===== src/rtl/matmul_pkg.sv =====
// Shared types, parameter defaults and helpers for the matmul sequencer.
// sat_add() is only referenced when MATMUL_SCHED_SAT_EN is defined.
package matmul_pkg;

    typedef enum logic [2:0] {
        IDLE,
        ISSUE,
        DRAIN,
        EMIT,
        FIN
    } sched_state_t;

    localparam int unsigned DEF_N      = 32;
    localparam int unsigned DEF_LEN    = 4;
    localparam int unsigned DEF_ROWS   = 4;
    localparam int unsigned DEF_COLS   = 4;
    localparam int unsigned DEF_INNER  = 8;
    localparam int unsigned DEF_DP_LAT = 0;

    // Index width for a count of n items; a single item still gets one bit.
    function automatic int unsigned idx_w(input int unsigned n);
        return (n > 1) ? $clog2(n) : 1;
    endfunction

    // Signed add of two w-bit values (w <= 63) held in the low bits, clamped to the w-bit range.
    function automatic logic [63:0] sat_add(input logic [63:0] a, input logic [63:0] b,
                                            input int unsigned w);
        logic signed [64:0] sa, sb, sum, max_v, min_v;
        sa    = ($signed({1'b0, a}) <<< (65 - w)) >>> (65 - w);
        sb    = ($signed({1'b0, b}) <<< (65 - w)) >>> (65 - w);
        sum   = sa + sb;
        max_v = (65'sd1 <<< (w - 1)) - 65'sd1;
        min_v = -max_v - 65'sd1;
        if (sum > max_v) begin
            sum = max_v;
        end else if (sum < min_v) begin
            sum = min_v;
        end
        return sum[63:0];
    endfunction

endpackage


===== src/rtl/matmul_acc.sv =====
// DotProd valid delay line and per-element accumulator.
// MATMUL_SCHED_SAT_EN selects sticky signed saturation instead of modulo-2^N wrap.
module matmul_acc
    import matmul_pkg::*;
#(
    parameter int unsigned N     = DEF_N,
    parameter int unsigned DEPTH = 1
) (
    input  logic         clk,
    input  logic         reset,
    input  logic         clear_i,
    input  logic         rd_en_i,
    input  logic [N-1:0] dp_result_i,
    output logic [N-1:0] acc_next_c_o,
    output logic         last_c_o
);

    localparam logic [DEPTH-1:0] LAST_ONLY = DEPTH'(1) << (DEPTH - 1);

    logic [DEPTH-1:0] vld_q, vld_d;
    logic [N-1:0]     acc_q, acc_d;
`ifdef MATMUL_SCHED_SAT_EN
    logic             sat_q, sat_d;
    logic [N-1:0]     sum_sat, sum_wrap;
`endif

    always_comb begin
        vld_d = (vld_q << 1) | DEPTH'(rd_en_i);
        acc_d = acc_q;
`ifdef MATMUL_SCHED_SAT_EN
        sat_d    = sat_q;
        sum_wrap = acc_q + dp_result_i;
        sum_sat  = N'(sat_add(64'(acc_q), 64'(dp_result_i), N));
`endif
        if (clear_i) begin
            acc_d = '0;
`ifdef MATMUL_SCHED_SAT_EN
            sat_d = 1'b0;
`endif
        end else if (vld_q[DEPTH-1]) begin
`ifdef MATMUL_SCHED_SAT_EN
            // Once clamped, the element stays pinned until the next clear.
            if (!sat_q) begin
                acc_d = sum_sat;
                sat_d = (sum_sat != sum_wrap);
            end
`else
            acc_d = acc_q + dp_result_i;
`endif
        end
    end

    always_ff @(posedge clk) begin
        if (reset) begin
            vld_q <= '0;
            acc_q <= '0;
`ifdef MATMUL_SCHED_SAT_EN
            sat_q <= 1'b0;
`endif
        end else begin
            vld_q <= vld_d;
            acc_q <= acc_d;
`ifdef MATMUL_SCHED_SAT_EN
            sat_q <= sat_d;
`endif
        end
    end

    assign acc_next_c_o = acc_d;
    // Final chunk result is at the output with nothing else in flight.
    assign last_c_o     = (vld_q == LAST_ONLY);

endmodule


===== src/rtl/matmul_sched.sv =====
// Sequencer for a LEN-wide DotProd computing C = A x B chunk by chunk, emitting C[i][j] via valid/ready.
// Define MATMUL_SCHED_SAT_EN for signed saturating accumulation (default: modulo-2^N wrap).
module matmul_sched
    import matmul_pkg::*;
#(
    parameter int unsigned N      = DEF_N,
    parameter int unsigned LEN    = DEF_LEN,
    parameter int unsigned ROWS   = DEF_ROWS,
    parameter int unsigned COLS   = DEF_COLS,
    parameter int unsigned INNER  = DEF_INNER,
    parameter int unsigned DP_LAT = DEF_DP_LAT
) (
    input  logic                                clk,
    input  logic                                reset,
    input  logic                                start,
    output logic                                busy,
    output logic                                done,
    output logic                                rd_en,
    output logic [idx_w(ROWS)-1:0]              rd_row,
    output logic [idx_w(COLS)-1:0]              rd_col,
    output logic [idx_w(INNER / LEN)-1:0]       rd_chunk,
    input  logic [N-1:0]                        dp_result,
    output logic                                out_valid,
    input  logic                                out_ready,
    output logic [N-1:0]                        out_data,
    output logic [idx_w(ROWS)-1:0]              out_row,
    output logic [idx_w(COLS)-1:0]              out_col
);

    localparam int unsigned CHUNKS  = INNER / LEN;
    localparam int unsigned ROW_W   = idx_w(ROWS);
    localparam int unsigned COL_W   = idx_w(COLS);
    localparam int unsigned CHUNK_W = idx_w(CHUNKS);

    sched_state_t       state_q;
    logic               busy_q, done_q, rd_en_q, out_valid_q;
    logic [ROW_W-1:0]   rd_row_q, out_row_q;
    logic [COL_W-1:0]   rd_col_q, out_col_q;
    logic [CHUNK_W-1:0] rd_chunk_q;
    logic [N-1:0]       out_data_q, acc_next_c;
    logic               last_c, clear_c, last_elem_c, last_col_c;

    assign last_col_c  = (rd_col_q == COL_W'(COLS - 1));
    assign last_elem_c = last_col_c && (rd_row_q == ROW_W'(ROWS - 1));
    assign clear_c     = ((state_q == IDLE) && start) || ((state_q == EMIT) && out_ready);

    matmul_acc #(
        .N     (N),
        .DEPTH (1 + DP_LAT)
    ) u_acc (
        .clk          (clk),
        .reset        (reset),
        .clear_i      (clear_c),
        .rd_en_i      (rd_en_q),
        .dp_result_i  (dp_result),
        .acc_next_c_o (acc_next_c),
        .last_c_o     (last_c)
    );

    always_ff @(posedge clk) begin
        if (reset) begin
            state_q     <= IDLE;
            busy_q      <= 1'b0;
            done_q      <= 1'b0;
            rd_en_q     <= 1'b0;
            rd_row_q    <= '0;
            rd_col_q    <= '0;
            rd_chunk_q  <= '0;
            out_valid_q <= 1'b0;
            out_data_q  <= '0;
            out_row_q   <= '0;
            out_col_q   <= '0;
        end else begin
            done_q <= 1'b0;
            case (state_q)
                IDLE: begin
                    if (start) begin
                        state_q    <= ISSUE;
                        busy_q     <= 1'b1;
                        rd_en_q    <= 1'b1;
                        rd_row_q   <= '0;
                        rd_col_q   <= '0;
                        rd_chunk_q <= '0;
                    end
                end
                ISSUE: begin
                    if (rd_chunk_q == CHUNK_W'(CHUNKS - 1)) begin
                        rd_en_q <= 1'b0;
                        state_q <= DRAIN;
                    end else begin
                        rd_chunk_q <= rd_chunk_q + CHUNK_W'(1);
                    end
                end
                DRAIN: begin
                    // Capture the sum including the result arriving this cycle.
                    if (last_c) begin
                        state_q     <= EMIT;
                        out_valid_q <= 1'b1;
                        out_data_q  <= acc_next_c;
                        out_row_q   <= rd_row_q;
                        out_col_q   <= rd_col_q;
                    end
                end
                EMIT: begin
                    if (out_ready) begin
                        out_valid_q <= 1'b0;
                        if (last_elem_c) begin
                            state_q <= FIN;
                            done_q  <= 1'b1;
                            busy_q  <= 1'b0;
                        end else begin
                            state_q    <= ISSUE;
                            rd_en_q    <= 1'b1;
                            rd_chunk_q <= '0;
                            rd_col_q   <= last_col_c ? '0 : rd_col_q + COL_W'(1);
                            if (last_col_c) begin
                                rd_row_q <= rd_row_q + ROW_W'(1);
                            end
                        end
                    end
                end
                FIN: begin
                    state_q <= IDLE;
                end
                default: begin
                    state_q <= IDLE;
                end
            endcase
        end
    end

    assign busy      = busy_q;
    assign done      = done_q;
    assign rd_en     = rd_en_q;
    assign rd_row    = rd_row_q;
    assign rd_col    = rd_col_q;
    assign rd_chunk  = rd_chunk_q;
    assign out_valid = out_valid_q;
    assign out_data  = out_data_q;
    assign out_row   = out_row_q;
    assign out_col   = out_col_q;

endmodule

===== config.mk =====
export PLATFORM = sky130hd
export DESIGN_NAME = matmul_sched
export DESIGN_NICKNAME = d
export VERILOG_FILES = /design/src/rtl/matmul_pkg.sv /design/src/rtl/matmul_acc.sv /design/src/rtl/matmul_sched.sv
export SDC_FILE = /design/constraint.sdc
export NUM_CORES = 1
export LEC_CHECK = 0
export ABC_AREA = 1
export CAP_MARGIN = 20
export CORE_UTILIZATION = 29
export DETAILED_ROUTE_END_ITERATION = 10
export GPL_TIMING_DRIVEN = 0
export SETUP_SLACK_MARGIN = 0.4
export SYNTH_ARGS = -nofsm -noshare
export SYNTH_HDL_FRONTEND = slang
export SYNTH_SLANG_ARGS = --single-unit

===== constraint.sdc =====
create_clock -name clk -period 2 [get_ports clk]
set_clock_uncertainty 0.15 [all_clocks]
set_input_delay 0.2 -clock clk [delete_from_list [all_inputs] [get_ports clk]]
set_output_delay 0.2 -clock clk [all_outputs]
set_load 0.005 [all_outputs]

==> results.md <==
- Routed Wire Length: 18,300 um
- Asr flop ratio synth: 0
- Synth Area in Adders: 0.0788
- Final Cell Area: roughly 8900 um^2
- Setup violators final: 21
- DR vias/cell: between 4 and 5
- Post-synth EDFFs: 0
- Global-route usage over all layers: 0.183
- GR Overflow Total: 0
- DP Wirelength: around 13,000 um
- Mux share of post-synthesis cell area: 0
- Post-Syn Nets: 956
- IO Port Bufs: 79
- First-pass GRT wire length: approximately 28,000 um
- Failing checks: setup timing
- Pwr Density: between 1000 and 1500 nW/um^2
- Drt drc: 0
- First DRT Iteration DRCs: 276
- Row cnt: 49
- Maxcap violations: 0
- Clock root buffer: clkbuf_16
- CTS H-tree lvls: 3
- Final critical-path required period: 2110 ps
- Vias in the first global route: 5,616
- Slew @ Worst Pin: 641 ps
- Most common cell after layout, fill and taps aside: nand2_1
- Worst Path Arrival: around 2200 ps
- Die Height: 140 um
- Cts-stage hold buffer count: 0
- Clock slew at reported path FFs: 60 ps
- WP data required: 2070 ps
- CP Max Fanout: 4
- Post-synthesis xor/xnor area fraction: 0.0239
- Nets: ~1,100
- Clock insertion delay at the later pin of the skew report: 340 ps
- Yosys reg bits: 81
- Leak pwr: 4.07 nW
- Post-synth top flop: dfxtp_1
- Routed vias: between 5,000 and 6,000
- Peak VDD IR: 826 uV
- RSZ-0062 raised after global routing: yes
- Post-Syn Instances: 886
- CTS Sinks: just over 80
- Worst hold path type: primary input to flip-flop
- Core box area: about 18,000 um^2
- Yosys warnings: 0
- Share of post-route cells with drive strength above 1: 0.392
- Largest family of logic cells by synthesized area: simple AND/OR/NAND/NOR gates
- CTS tree: yes
- Final setup margin: -113 ps
- Largest net degree at the start of global routing: 15
- Area growth from synthesis to layout: 62.0%
- FMAX: approximately 0.47 GHz
- Clock Path Buffers: 2
- Final Max Tran Viols: 0
- Wire per inst: 14.6 um
- Critical path class: flip-flop to flip-flop
- Synth cell types: 38
- # diodes: 0
- Final Cycle Share: 1.06
- Drt pass-1 iters: 4
- DRT antenna net count: 0
- CP startpoint kind: flip-flop
- I/O pins: 81
- Most frequent cells in the layout: nand2_1 (167), inv_1 (110), nor2_1 (96), nand2_2 (68), clkdlybuf4s50_1 (57)
- Synth Area in Compound Gates: 0.126
- Place WS: -628 ps
- Die width: 140 um
- Sequential element share of the synthesized area: 0.295
- Starting Density: 0.301
- CTS Buf Count: 9
- Initial antenna violation count: 0
- Final Hold Vio Count: 0
- Post-Synth Simple-Gate Area: 0.358
- DP Area: between 7000 and 8000 um^2
- Mean Syn Cell Area: 6.20 um^2
- Placer Congestion: around 0.86
- Synthesized cell area: around 5500 um^2
- Slew HR: 0.573
- Crit path capture type: flip-flop
- Die footprint: 19,500 um^2
- Outcome: finished, violations left
worst max-delay path: stages, from the launching register on:
cell and delay [ps]:
dfxtp_2 330, ha_4 160, fa_2 440, nand3_2 100
nand3_4 110, nand2_4 90, nand2_4 60, nand2_2 60
nand2_2 50, nand2_1 60, nand2_1 60, o21ai_2 240
a21oi_2 70
final cells by class:
| type | instances | area, um^2 |
|---|---|---|
| fillers | 1761 | 9370 |
| inverters | 130 | 512 |
| flip-flops and latches | 81 | 1690 |
| well taps | 229 | 287 |
| clock buffers | 9 | 225 |
| clock inverters | 7 | 119 |
| multi-input cells | 649 | 4640 |
| plain buffers | 26 | 190 |
| repair buffers | 124 | 1240 |
state kept, by name (all words and copies together) (netlist names), 2 cells and up:
register and count:
out_row 2, state_q 3, u_acc.acc_q 32, rd_col 2
rd_row 2, out_data 32, out_col 2
final timing paths:
kind                                startpoint             end  slack [ps]  depth (start not counted)
worst min-delay path                     reset      state_q[1]         150                          2
worst max register to register  u_acc.acc_q[0]    out_data[16]        -110                         12
worst min register to register           rd_en  u_acc.last_c_o         300                          2
worst max-delay path            u_acc.acc_q[0]    out_data[16]        -110                         12
cells by family after synthesis:
kind of cell,Yosys count
adder cells (fa/ha/maj),34
flip-flops,81
XOR/XNOR,15
AO/OA/AOI/OAI,128
buffers and inverters,156
AND/OR/NAND/NOR,472
where the power goes:
part / internal (W) / switching, W
sequential: 0.00193 / 0.000273
combinational: 0.00257 / 0.00314
clock: 0.00122 / 0.000672
per-layer routing:
metal | routed length [um] | track usage
met2 | 8550 | 0.298
met1 | 8580 | 0.252
met4 | 302 | 0.0434
met3 | 878 | 0.0292
met5 | 0 | 0
metrics by stage:
stage	util	setup TNS (ps)	cells	hold slack [ps]	total power, W
2_1_floorplan	-	0	886	212	0.00482
3_3_place_gp	0.388	-19930	1194	283	0.00586
3_5_place_dp	0.388	-20130	1194	295	0.00589
4_1_cts	0.445	-221	1234	131	0.00870
5_1_grt	0.487	-3440	1255	170	0.0104
6_report	0.487	-941	1255	149	0.00980
synthesized netlist by cell type (2+ instances only):
cell / n / area share
nand2_1: 256 / 0.17
nor2_2: 22 / 0.025
xor2_1: 14 / 0.022
inv_1: 128 / 0.087
buf_4: 3 / 0.0041
nand2_4: 2 / 0.0041
a21oi_2: 4 / 0.0064
o21ai_1: 13 / 0.012
o21bai_1: 3 / 0.0041
a21oi_1: 58 / 0.053
o21ai_2: 3 / 0.0048
nor3_1: 7 / 0.0064
buf_6: 2 / 0.0041
ha_1: 33 / 0.075
clkbuf_1: 17 / 0.012
nor2_1: 128 / 0.087
dfxtp_1: 81 / 0.30
nand2_2: 3 / 0.0034
nand3_1: 45 / 0.041
o21ai_0: 42 / 0.038
nand4_1: 4 / 0.0046
inv_2: 2 / 0.0014
what timing repair did:
| action | 4_1_cts | 5_1_grt |
|---|---|---|
| pin swaps | 70 | 64 |
| gates cloned | 1 | 2 |
| endpoints found under the setup margin | 77 | 85 |
| setup buffers | 23 | 19 |
| gates resized for setup | 175 | 158 |
(Power assumes the default switching activity.)
